$ cat src/rtl/stream_pkg.sv
// -----------------------------------------------------------------------------
// stream_pkg
//  Shared types and helpers for the stream width converters.
//  - stream_ds_state_t : downsizer FSM state encoding (IDLE / SEND)
//  - STREAM_MAX_RATIO  : widest lane mask the helper function accepts
//  - STREAM_LANE_IDX_W : lane-index width for the widest mask
//  - stream_lowest_set : index of the lowest set bit of a lane mask
// -----------------------------------------------------------------------------
package stream_pkg;

  localparam int STREAM_MAX_RATIO  = 32;
  localparam int STREAM_LANE_IDX_W = $clog2(STREAM_MAX_RATIO);

  typedef enum logic {ST_IDLE, ST_SEND} stream_ds_state_t;

  // Returns 0 for an all-zero mask; callers qualify with their own
  // "mask non-empty" condition.
  function automatic logic [STREAM_LANE_IDX_W-1:0] stream_lowest_set(
    input logic [STREAM_MAX_RATIO-1:0] mask
  );
    logic [STREAM_LANE_IDX_W-1:0] idx;
    idx = '0;
    for (int i = STREAM_MAX_RATIO - 1; i >= 0; i--) begin
      if (mask[i]) idx = STREAM_LANE_IDX_W'(i);
    end
    return idx;
  endfunction

endpackage

$ cat src/rtl/stream_lane_pick.sv
// -----------------------------------------------------------------------------
// stream_lane_pick
//  Combinational priority encoder over a lane mask.
//  Ports:
//    mask_i      : remaining-lane mask
//    idx_o       : index of the lowest set lane
//    clr_o       : one-hot mask of that lane (used to retire it)
//    last_lane_o : mask has exactly one bit set
// -----------------------------------------------------------------------------
module stream_lane_pick
  import stream_pkg::*;
#(
  parameter  int T_DATA_RATIO = 2,
  localparam int IDX_W        = $clog2(T_DATA_RATIO)
) (
  input  logic [T_DATA_RATIO-1:0] mask_i,
  output logic [IDX_W-1:0]        idx_o,
  output logic [T_DATA_RATIO-1:0] clr_o,
  output logic                    last_lane_o
);

  logic [STREAM_LANE_IDX_W-1:0] low_idx;

  always_comb begin
    low_idx     = stream_lowest_set(STREAM_MAX_RATIO'(mask_i));
    idx_o       = IDX_W'(low_idx);
    clr_o       = '0;
    clr_o[idx_o] = 1'b1;
    // x & (x-1) clears the lowest set bit; zero result means one bit left.
    last_lane_o = (mask_i != '0) &&
                  ((mask_i & (mask_i - T_DATA_RATIO'(1))) == '0);
  end

endmodule

$ cat src/rtl/stream_downsize.sv
// -----------------------------------------------------------------------------
// stream_downsize
//  Wide-to-narrow stream converter. Each accepted wide word (lane array plus
//  keep mask) is serialized onto a single-lane stream, kept lanes only, in
//  ascending lane order. Words with an empty keep mask are dropped.
//
//  Handshake: a transfer happens on a rising edge where valid && ready are
//  both high; valid never drops without a transfer and the beat payload is
//  held stable while valid && !ready.
//
//  Ports:
//    clk, rst_n   : clock, asynchronous active-low reset
//    s_data_i     : wide word, unpacked lane array [T_DATA_RATIO-1:0]
//    s_keep_i     : per-lane keep mask
//    s_last_i     : word ends the packet
//    s_valid_i    : wide word valid
//    s_ready_o    : wide word ready (no dependency on s_valid_i)
//    m_data_o     : narrow beat
//    m_last_o     : final beat of the packet
//    m_valid_o    : narrow beat valid
//    m_ready_i    : downstream ready
//    err_o        : sticky keep-mask error (only with STREAM_DOWNSIZE_KEEP_CHECK_EN)
//
//  Build option: define STREAM_DOWNSIZE_KEEP_CHECK_EN to add err_o, set when
//  an accepted word has an empty or non-contiguous (not 2^k-1) keep mask.
// -----------------------------------------------------------------------------
module stream_downsize
  import stream_pkg::*;
#(
  parameter  int T_DATA_WIDTH = 4,
  parameter  int T_DATA_RATIO = 2,
  localparam int IDX_W        = $clog2(T_DATA_RATIO)
) (
  input  logic                    clk,
  input  logic                    rst_n,
  input  logic [T_DATA_WIDTH-1:0] s_data_i [T_DATA_RATIO-1:0],
  input  logic [T_DATA_RATIO-1:0] s_keep_i,
  input  logic                    s_last_i,
  input  logic                    s_valid_i,
  output logic                    s_ready_o,
  output logic [T_DATA_WIDTH-1:0] m_data_o,
  output logic                    m_last_o,
  output logic                    m_valid_o,
  input  logic                    m_ready_i
`ifdef STREAM_DOWNSIZE_KEEP_CHECK_EN
  ,output logic                   err_o
`endif
);

  stream_ds_state_t        state_q, state_d;
  logic [T_DATA_WIDTH-1:0] data_q [T_DATA_RATIO-1:0];
  logic [T_DATA_WIDTH-1:0] data_d [T_DATA_RATIO-1:0];
  logic [T_DATA_RATIO-1:0] rem_q, rem_d;
  logic                    last_q, last_d;

  logic [IDX_W-1:0]        pick_idx;
  logic [T_DATA_RATIO-1:0] pick_clr;
  logic                    pick_last_lane;

  logic                    send;
  logic                    accept;
  logic                    keep_nz;

  stream_lane_pick #(
    .T_DATA_RATIO (T_DATA_RATIO)
  ) u_lane_pick (
    .mask_i      (rem_q),
    .idx_o       (pick_idx),
    .clr_o       (pick_clr),
    .last_lane_o (pick_last_lane)
  );

  always_comb begin
    state_d = state_q;
    data_d  = data_q;
    rem_d   = rem_q;
    last_d  = last_q;

    send    = (state_q == ST_SEND);
    keep_nz = (s_keep_i != '0);
    // rst_n gates ready so nothing is accepted while reset is held.
    s_ready_o = rst_n && (!send || (m_ready_i && pick_last_lane));
    accept    = s_valid_i && s_ready_o;

    case (state_q)
      ST_IDLE: begin
        if (accept && keep_nz) begin
          data_d  = s_data_i;
          rem_d   = s_keep_i;
          last_d  = s_last_i;
          state_d = ST_SEND;
        end
      end
      ST_SEND: begin
        if (m_ready_i) begin
          rem_d = rem_q & ~pick_clr;
          // Completing beat: reload back-to-back or fall back to IDLE.
          if (pick_last_lane) begin
            if (accept && keep_nz) begin
              data_d = s_data_i;
              rem_d  = s_keep_i;
              last_d = s_last_i;
            end else begin
              last_d  = 1'b0;
              state_d = ST_IDLE;
            end
          end
        end
      end
      default: state_d = ST_IDLE;
    endcase

    m_valid_o = send;
    m_data_o  = send ? data_q[pick_idx] : '0;
    m_last_o  = send && last_q && pick_last_lane;
  end

  always_ff @(posedge clk or negedge rst_n) begin
    if (!rst_n) begin
      state_q <= ST_IDLE;
      rem_q   <= '0;
      last_q  <= 1'b0;
      for (int i = 0; i < T_DATA_RATIO; i++) data_q[i] <= '0;
    end else begin
      state_q <= state_d;
      rem_q   <= rem_d;
      last_q  <= last_d;
      data_q  <= data_d;
    end
  end

`ifdef STREAM_DOWNSIZE_KEEP_CHECK_EN
  logic err_q, err_d;

  // Contiguous-from-lane-0 masks are 2^k-1: adding one clears every set bit.
  always_comb begin
    err_d = err_q;
    if (accept &&
        (!keep_nz || ((s_keep_i & (s_keep_i + T_DATA_RATIO'(1))) != '0))) begin
      err_d = 1'b1;
    end
    err_o = err_q;
  end

  always_ff @(posedge clk or negedge rst_n) begin
    if (!rst_n) err_q <= 1'b0;
    else        err_q <= err_d;
  end
`endif

endmodule

$ cat config.mk
export PLATFORM = sky130hd
export DESIGN_NAME = stream_downsize
export DESIGN_NICKNAME = d
export VERILOG_FILES = /design/src/rtl/stream_pkg.sv /design/src/rtl/stream_lane_pick.sv /design/src/rtl/stream_downsize.sv
export SDC_FILE = /design/constraint.sdc
export NUM_CORES = 1
export LEC_CHECK = 0
export ABC_CLOCK_PERIOD_IN_PS = 4700
export BUFFER_PORTS_ARGS = -buffer_cell sky130_fd_sc_hd__buf_2
export CAP_MARGIN = 40
export CORE_MARGIN = 1
export CORE_UTILIZATION = 51
export CTS_CLUSTER_DIAMETER = 30
export DETAILED_ROUTE_END_ITERATION = 7
export GPL_TIMING_DRIVEN = 0
export PLACE_DENSITY = 0.8
export SETUP_SLACK_MARGIN = 0.15
export SLEW_MARGIN = 15
export SYNTH_ARGS = -nofsm -noshare
export SYNTH_HDL_FRONTEND = slang
export SYNTH_SLANG_ARGS = --single-unit
$ cat constraint.sdc
create_clock -name clk -period 4.7 [get_ports clk]
set_input_delay 0.94 -clock clk [delete_from_list [all_inputs] [get_ports clk]]
set_output_delay 0.94 -clock clk [all_outputs]
set_load 0.01 [all_outputs]
==> results, run 1 <==
- The cell leakage power is around 0.42 nW.
- The number of vias per cell after detailed routing is 5.333.
- The maximum vdd ir drop is 0.3256 mV.
- After synthesis, the cell types taking the most area are dfrtp_1 44%, mux2_4 15%, mux2i_1 5.9%.
- For this run, the slowest stage of the critical path takes 0.42 ns.
- For the worst setup path, the data required time is approximately 3.8 ns.
- Each instance of the synthesized netlist takes up on average 12.67 um2.
- The part of the cycle the worst path needs is 53.55%.
- The number of sinks on the clock net is 12.
- Setup repair after global routing left no endpoint under its margin.
- The cell count after synthesis came out at 54.
- Once routing completed, OpenROAD measured the worst setup slack at ~2.2 ns.
- In the synthesized netlist, the cells that appear most often are 12 x dfrtp_1, 7 x mux2_4, 4 x mux2i_1, 4 x nor2b_1, 3 x nand2_1.
- The count of flip-flops with a built-in enable after synthesis is 0.
- The largest total area in the synthesized netlist belongs to dfrtp_1.
- Across the run, the number of max-cap violations was 0.
- The DRC marker count from the first detailed-route iteration is 1.
- The number of detailed-routing iterations run before antenna repair is 2.
- The cell with the most instances after synthesis is dfrtp_1.
- The worst pin sits at a relative slew slack of 79.79%.
- The number of nets produced by synthesis is 71.
- The area of the multi-input gates is 352.8 um2.
- The hold buffer count at cts is 0.
- The clock latency on the worst-skew pair is between 0.2 and 0.3 ns.
- The number of warnings issued by yosys is 0.
- The final layout contains 97 nets.
- The post-route minimum period is approximately 2.5 ns.
- The timing-limited maximum frequency is 397.3 MHz.
- The share of async-settable or async-resettable flops after synthesis is between 90% and 100%.
- The via count of the first global-routing pass is 481.
- TritonCTS built the clock tree.
- The worst setup path is of the register to output pin kind.
- After clock tree synthesis, the clock-pin slew on the worst setup and hold paths is ~0.080 ns.
- The signal on the critical path passes through ha_1 -> nand2b_2 -> nand2_1 -> and2_1 -> buf_2.
- The die is ~39 um tall.
- The proportion of synthesized chip area in sequential cells is 43.88%.
- The register cell area after layout is 300.3 um2.
- Setup violations remaining at the end of the flow were counted as 0.
- Of the cells placed in the final design, the portion with a size suffix greater than 1 is between 50 and 60%.
- The clock root buffer master is clkbuf_4.
- After clock tree synthesis, the repair step resized 0 gates.
- The number of buffers added by the clock tree synthesis step is 3.
- The H-tree level count is 1.
- The number of remaining DRC errors is 0.
- After routing, the total negative slack on setup checks comes to 0 ns.
- The total routing resource utilization after global routing is around a fifth.
- The number of placed I/O pins is 22.
- The floorplan core area is 1171 um2.
- Final hold analysis gives a worst-case slack of approximately 0.51 ns.
- The maximum number of pins on one net before global-route repair is 15.
- Once the floorplan was initialized, standard cells occupied 58.44% of the core.
- After global routing the overflow that remains totals 0.
- For the worst setup path, the data arrival time is about 1.6 ns.
- Measured along the x axis, the die boundary spans 38.63 um.
- The floorplan step defined a die boundary enclosing 1492 um2.
- The half-perimeter wire length after detailed placement is about 940 um.
- The total count of max-transition violations in the final report is 0.
- For the pin with the worst max-slew slack, the measured transition is 0.3031 ns.
- The setup slack after placement is 2.197 ns.
- Yosys mapped the design onto 26 distinct sky130hd cell types.
- Together, buffers and inverters on the worst path number 1.
- Grouping stages by cell kind, the critical path spends the most delay in simple AND/OR/NAND/NOR gates.
- The number of nets with antenna violations after routing is 0.
- Compared with the post-synthesis result, the final layout area differs by 23.22%.
- In this run, synthesis produced a sequential element count of 12.
- The filler cell count in the final layout is 94.
- The final wirelength is 1232 um.
- In this run the worst path has a maximum fanout of 4.
- In this run the power density over the cells is roughly 630 nW/um2.
- No sink is reached through more buffers than the 2 on the longest clock path.
- The initial antenna violation count is 0.
- Across the routed clock network, the largest skew measured is 0.002571 ns.
- The most used flip-flop cell after synthesis is dfrtp_1.
- Among all stages on the critical path, the largest delay is contributed by dfrtp_1.
- The area share of the leading cell type in the synthesized netlist is between 40% and 50%.
- STA classifies the critical path endpoint as an output pin.
- The first global-routing pass estimated 1994 um of wire.
- The number of endpoints with negative hold slack in the final report was 0.
- The number of buffers added for setup after CTS is 0.
- The total number of vias is 496.
- The weighted congestion at the end of routability-driven global placement is about 0.76.
- The type of the tightest min-delay check is register to register.
- The number of diodes added for antenna fixing is 0.
- The total of buffers placed on input and output ports is 21.
- The startpoint type of the worst setup path is a register.
- The run finished with clean final reports.
- In this run the core area contains 12 standard-cell rows.
- The cell area that synthesis handed to floorplanning was roughly 700 um2.
- Dividing the detail-routed wire length by the instance count gives roughly 13 um.
[flip-flops by register name, indices dropped and copies added, names as in the netlist]
register	flops
data_q	8
last_q	1
m_valid_o	1
rem_q	2
[kinds of logic after synthesis]
group / after synthesis / synth area share, %
buffers and inverters: 4 / 4.569
DFF: 12 / 43.88
muxes: 12 / 22.85
and+or+nand+nor: 13 / 10.79
adders and majority gates: 2 / 3.656
AOI/OAI and AO/OA: 11 / 14.26
[layer usage]
metal,track usage (%),routed length [um],vias to the layer above
li1,-,-,246
met1,23.97,560,235
met2,34.17,610,15
met3,8.671,61,0
met4,5.172,0,0
met5,0,0,-
[path summary, 6_finish.rpt]
kind	startpoint	end	slack (ns)	cells past startpoint
worst max-delay path	rem_q[1]	s_ready_o	2.18	5
worst min-delay path	last_q	last_q	0.51	1
worst max register to register	rem_q[1]	data_q[0]	2.95	5
worst min register to register	last_q	last_q	0.51	1
max in group asynchronous	rst_n	data_q[5]	3.93	1
min in group asynchronous	rst_n	m_valid_o	0.54	1
[power by group]
group | internal (mW) | switching, mW | total [mW]
combinational | 0.146 | 0.112 | 0.258
clock | 0.0471 | 0.0345 | 0.0816
sequential | 0.155 | 0.0365 | 0.192
[layout make-up]
class,instances,area share [%]
flip-flops and latches,12,35.61
plain buffers,3,3.264
well taps,14,2.077
inverters,1,0.4451
repair buffers,21,12.46
clock buffers,4,4.303
multi-input cells,38,41.84
[worst register-to-register path: cells and delay by family (launching register included)]
family                   cells  cell delay [ns]
adder cells (fa/ha/maj)      1             0.30
AND/OR/NAND/NOR              1             0.21
flip-flops                   1             0.42
AO/OA/AOI/OAI                1             0.19
multiplexers                 1             0.31
buffers and inverters        1             0.20
[layout by cell type, fill, tap and decap left out]
| master | instances |
|---|---|
| nor3_1 | 1 |
| o31ai_2 | 1 |
| a21o_1 | 1 |
| nor2_1 | 1 |
| mux2_4 | 7 |
| o21ai_2 | 1 |
| nor2b_1 | 4 |
| o211ai_2 | 1 |
| buf_2 | 22 |
| a221oi_1 | 1 |
| nand2b_2 | 1 |
| ha_1 | 2 |
| or3_1 | 1 |
| mux2_2 | 1 |
| a21oi_2 | 1 |
| o22ai_1 | 2 |
| mux2i_1 | 4 |
| dfrtp_1 | 12 |
| inv_1 | 1 |
| clkbuf_8 | 1 |
| and2_1 | 1 |
| nand2_1 | 3 |
| buf_6 | 2 |
| clkbuf_4 | 3 |
| o21ai_1 | 1 |
| a211oi_2 | 1 |
| nor3b_1 | 1 |
| a22o_1 | 1 |
[through the flow]
stage	total power [mW]	instances	area, um2	utilization [%]
2_1_floorplan	0.3866	54	684.4	-
3_3_place_gp	0.4460	89	807.0	68.91
3_5_place_dp	0.4523	89	807.0	68.91
4_1_cts	0.5375	93	843.3	72.01
5_1_grt	0.5711	93	843.3	72.01
6_report	0.5314	93	843.3	72.01
Note: power is estimated with default switching activity, not from simulation.
==> inputs of run 2 (changes only) <==
--- a/config.mk
+++ b/config.mk
@@ -5,15 +5,16 @@
 export SDC_FILE = /design/constraint.sdc
 export NUM_CORES = 1
 export LEC_CHECK = 0
-export ABC_CLOCK_PERIOD_IN_PS = 4700
+export ABC_AREA = 1
+export ABC_CLOCK_PERIOD_IN_PS = 2570
 export BUFFER_PORTS_ARGS = -buffer_cell sky130_fd_sc_hd__buf_2
 export CAP_MARGIN = 40
 export CORE_MARGIN = 1
-export CORE_UTILIZATION = 51
+export CORE_UTILIZATION = 49
 export CTS_CLUSTER_DIAMETER = 30
 export DETAILED_ROUTE_END_ITERATION = 7
 export GPL_TIMING_DRIVEN = 0
-export PLACE_DENSITY = 0.8
+export PLACE_DENSITY = 0.77
 export SETUP_SLACK_MARGIN = 0.15
 export SLEW_MARGIN = 15
 export SYNTH_ARGS = -nofsm -noshare
==> constraint.sdc (replaced) <==
create_clock -name clk -period 2.57 [get_ports clk]
set_input_delay 0.514 -clock clk [delete_from_list [all_inputs] [get_ports clk]]
set_output_delay 0.514 -clock clk [all_outputs]
set_load 0.01 [all_outputs]
==> run 2 against run 1 <==
  * Register-to-register slack got worse by 1.9 ns
  * Routed wire length rose by 17%
  * Final area rose by 5.5%
  * Combinational power rose by 83%
  * Sequential power rose by 82%
  * Flip-flop and latch count did not move
  * Clock-buffer cell count did not move
  * Synthesized cell count rose by 67%
  * Utilization fell by 6.1 points
  * Via count rose by 33%
  * Non-clock buffer count did not move
  * Global-route usage rose by 0.98 points
  * Largest power group unchanged
==> results, run 2 <==
- The most instantiated flip-flop cell in the synthesis netlist is dfrtp_1.
- The clock-pin transition on the worst setup and hold timing paths is 0.08 ns (about the same).
- STA classifies the critical path endpoint as an output pin.
- The core occupancy in the finished layout is 65.89% (-6.1 points).
- The floorplan core area is 1350 um2 (+15%).
- The part of the total power dissipated in sequential elements is 36.1% (about the same).
- The remaining global-route overflow was 0 (unchanged).
- The worst hold path belongs to the class primary input to async pin.
- The number of warnings issued by yosys came to 0 (unchanged).
- The share of async-settable or async-resettable flops after synthesis is 100.0% (unchanged).
- Yosys attributes the largest share of cell area to dfrtp_1 41%, nand2_1 14%, nand3_1 8.9%.
- The transition at the pin with the smallest max-transition slack was 0.3431 ns (+0.03994 ns).
- Setup repair after global routing left no endpoint under its margin.
- The total negative slack is 0 ns (unchanged).
- The max-cap check violation count is 0 (unchanged).
- The highest net fanout along the worst path is 10 (+6).
- The worst reg2reg path endpoint is rem_q[0].
- The part of the cycle the worst path needs is 85.88%.
- The number of nets with antenna violations after routing is 0 (unchanged).
- The critical path is of the register to output pin type.
- The DRC marker count from the first detailed-route iteration came to 4 (+3).
- The wire length of the first global-routing pass came to 2297 um (+15%).
- The buffer depth of the longest clock path came to 2 (unchanged).
- The clock period could shrink to 2.207 ns.
- The number of sinks on the clock net is 12 (unchanged).
- The unique cell type count in the Yosys netlist came to 17 (-35%).
- The met1 usage was 27.36% (+3.4 points).
- The clock root buffer master is clkbuf_4.
- The hold buffer count at cts is 0 (unchanged).
- The cell leakage power came to 0.5111 nW (+23%).
- Sorting the synthesized cells by how often they occur yields 28 x nand2_1, 13 x nand3_1, 12 x dfrtp_1.
- The startpoint type of the worst setup path is a register.
- The number of buffers added for setup after CTS is 0 (unchanged).
- The initial antenna violation count is 0 (unchanged).
- The half-perimeter wire length after detailed placement is 1082 um (+16%).
- The proportion of synthesized chip area in sequential cells is 41.17% (-2.7 points).
- The post-detailed-route wirelength per cell is 11.05 um (-17%).
- Compared with the post-synthesis result, the final layout area differs by 21.96%.
- The number of detailed-routing iterations run before antenna repair was 4 (+2).
- The CTS tree is built.
- The number of instances resized during post-cts repair was 0 (unchanged).
- Among cell families on the critical path, the largest total delay comes from flip-flops.
- The met3 layer usage reported by global route came to 8.333% (-0.34 points).
- The total of buffers placed on input and output ports is 21 (unchanged).
- The weighted congestion at the end of routability-driven global placement is 0.7699 (+1.0%).
- The cell internal power dissipation was 0.5613 mW (+61%).
- The power density over the cells is 1091 nW/um2 (+73%).
- The area share of the leading cell type in the synthesized netlist is 41.17% (-2.7 points).
- The cell count after placement is 126 (+42%).
- The effective utilization at floorplan was 54.03% (-4.4 points).
- The number of instances in the synthesized netlist is 90 (+67%).
- The proportion of power drawn by combinational gates is 48.6% (about the same).
- The final wirelength is 1436 um (+17%).
- The most common cell after layout, fill and taps aside is nand2_1.
- The total number of vias is 659 (+33%).
- The number of diodes added for antenna fixing was 0 (unchanged).
- The post-synth design cell area is 729.5 um2 (+6.6%).
- The critical path goes through inv_1 -> ha_1 -> inv_2 -> nand2_2 -> a21boi_4 -> buf_2.
- The number of nets produced by synthesis is 107 (+51%).
- The cell count of the worst reg-to-reg path is 10 (+5).
- The vertical die dimension came to 40.59 um (+5.1%).
- The synthesized design spends more area on one cell type than any other, namely dfrtp_1.
- The worst slew margin relative to its limit came to 77.13% (-2.7 points).
- The number of remaining DRC errors is 0 (unchanged).
- The number of buffers added by the clock tree synthesis step came to 3 (unchanged).
- The required time of the critical path is 2.06 ns (-1.70 ns).
- The met2 track demand over resource is 33.73% (-0.44 points).
- The maximum number of pins on one net before global-route repair is 16 (+1).
- The worst-case hold slack is 0.1288 ns (-0.3806 ns).
- The via count of the first global-routing pass is 540 (+12%).
- The global-route layer with the greatest usage is met2.
- The count of flip-flops with a built-in enable after synthesis is 0 (unchanged).
- The number of vias per cell after detailed routing is 5.069 (-5.0%).
- Static timing analysis puts the maximum clock frequency at 453.1 MHz.
- The count of state elements after synthesis is 12 (unchanged).
- The total count of max-transition violations in the final report came to 0 (unchanged).
- The placement row count is 13 (+1).
- The flip-flop count of the largest register after layout is 8 (unchanged).
- The post-route clock skew came to 0.008612 ns (+0.006041 ns).
- The total routing resource utilization after global routing came to 21.44% (+0.98 points).
- The H-tree level count is 1 (unchanged).
- The number of placed I/O pins is 22 (unchanged).
- The number of nets in the finished design is 133 (+37%).
- The total net switching power is 0.4093 mW (+120%).
- The top cell types in the final layout, fill and taps aside, are 28 x nand2_1, 21 x buf_2, 13 x nand3_1.
- The setup slack of the most critical reg-to-reg path is 1.01 ns (-1.94 ns).
- The switching part of the total is 42.17% (+7.7 points).
- The layout cell share with drive strength beyond 1 was 35.65% (-18 points).
- The cell with the most instances after synthesis is nand2_1.
- The beginning of the worst register-to-register path is rem_q[0].
- The maximum vdd ir drop came to 0.6499 mV (+100%).
- The die width is 40.59 um (+5.1%).
- The delay of the slowest cell on the worst path is 0.41 ns (about the same).
- The flow ran to the end, and the final reports show no timing, DRC or antenna violations.
- For this design, the slowest cell found on the critical path is dfrtp_1.
- The data arrival time at the worst-slack endpoint is 1.69 ns (+0.11 ns).
- The per-instance average area after synthesis is 8.105 um2 (-36%).
- The final cell count without fillers was 130 (+40%).
- The total setup violations reported at the end of the flow is 0 (unchanged).
- In the final layout, the registers with the most flip-flops are data_q: 8 flops, rem_q: 2 flops.
- The overall die area is 1647 um2 (+10%).
- The buffer and inverter count on the worst path is 3 (+2).
- The clock latency on the worst-skew pair is 0.27 ns (about the same).
- The number of endpoints with negative hold slack in the final report came to 0 (unchanged).
- The clock share of power is 15.3% (about the same).
- The register with the most flip-flops is data_q.
-- run 2: power by group through the flow --
stage	Clock [mW]	Combinational [mW]	Sequential (mW)
after floorplan	0	0.354	0.338
after global placement	0	0.462	0.346
after detailed placement	0	0.473	0.352
after CTS	0.152	0.475	0.350
after global routing	0.159	0.534	0.364
final	0.149	0.472	0.350
-- run 2: worst max path at each step --
stage / depth (start not counted) / end / slack, ns / startpoint
after global routing: 6 / s_ready_o / 0.25 / rem_q[0]
after floorplan: 5 / s_ready_o / 0.96 / rem_q[0]
after CTS: 6 / s_ready_o / 0.37 / rem_q[0]
after detailed placement: 3 / s_ready_o / 0.65 / rst_n
final: 6 / s_ready_o / 0.36 / rem_q[0]
after global placement: 3 / s_ready_o / 0.66 / rst_n
-- run 2: cell type report --
type | count | area [um2]
buffer | 3 | 33.78
sequential | 12 | 300.3
clock buffer | 4 | 36.28
tap | 15 | 18.77
timing repair buffer | 21 | 105.1
fill | 120 | 460.4
multi-input combinational | 67 | 365.4
inverter | 8 | 30.03
-- run 2: metrics by stage --
stage / setup slack [ns] / area, um2 / power [mW]
after floorplan: 0.9639 / 729.5 / 0.6919
after global placement: 0.6629 / 853.3 / 0.8074
after detailed placement: 0.6496 / 853.3 / 0.8251
after CTS: 0.3672 / 889.6 / 0.9757
after global routing: 0.2525 / 889.6 / 1.057
final: 0.3629 / 889.6 / 0.9707
-- run 2: routing by layer --
metal | vias to the layer above | wire [um]
met3 | 2 | 74
met1 | 299 | 652
met5 | - | 0
met2 | 19 | 700
met4 | 0 | 9
li1 | 339 | -
-- run 2: cell families (layout without fill, tap and decap cells) --
group,after synthesis,count (layout),share of synthesized area (%)
AND/OR/NAND/NOR,60,60,41.34
adder cells (fa/ha/maj),2,2,3.430
buffers and inverters,11,36,8.748
flip-flops,12,12,41.17
AO/OA/AOI/OAI,5,5,5.318
-- run 2: worst register-to-register path, cell delays in order, from the launching register on --
cell and delay, ns:
dfrtp_1 0.41, inv_1 0.06, ha_1 0.32, inv_2 0.06, nand2_2 0.08, nand2_4 0.09, nand3_2 0.12, buf_6 0.18
nand3_4 0.06, nand3_2 0.07, nand2_2 0.05
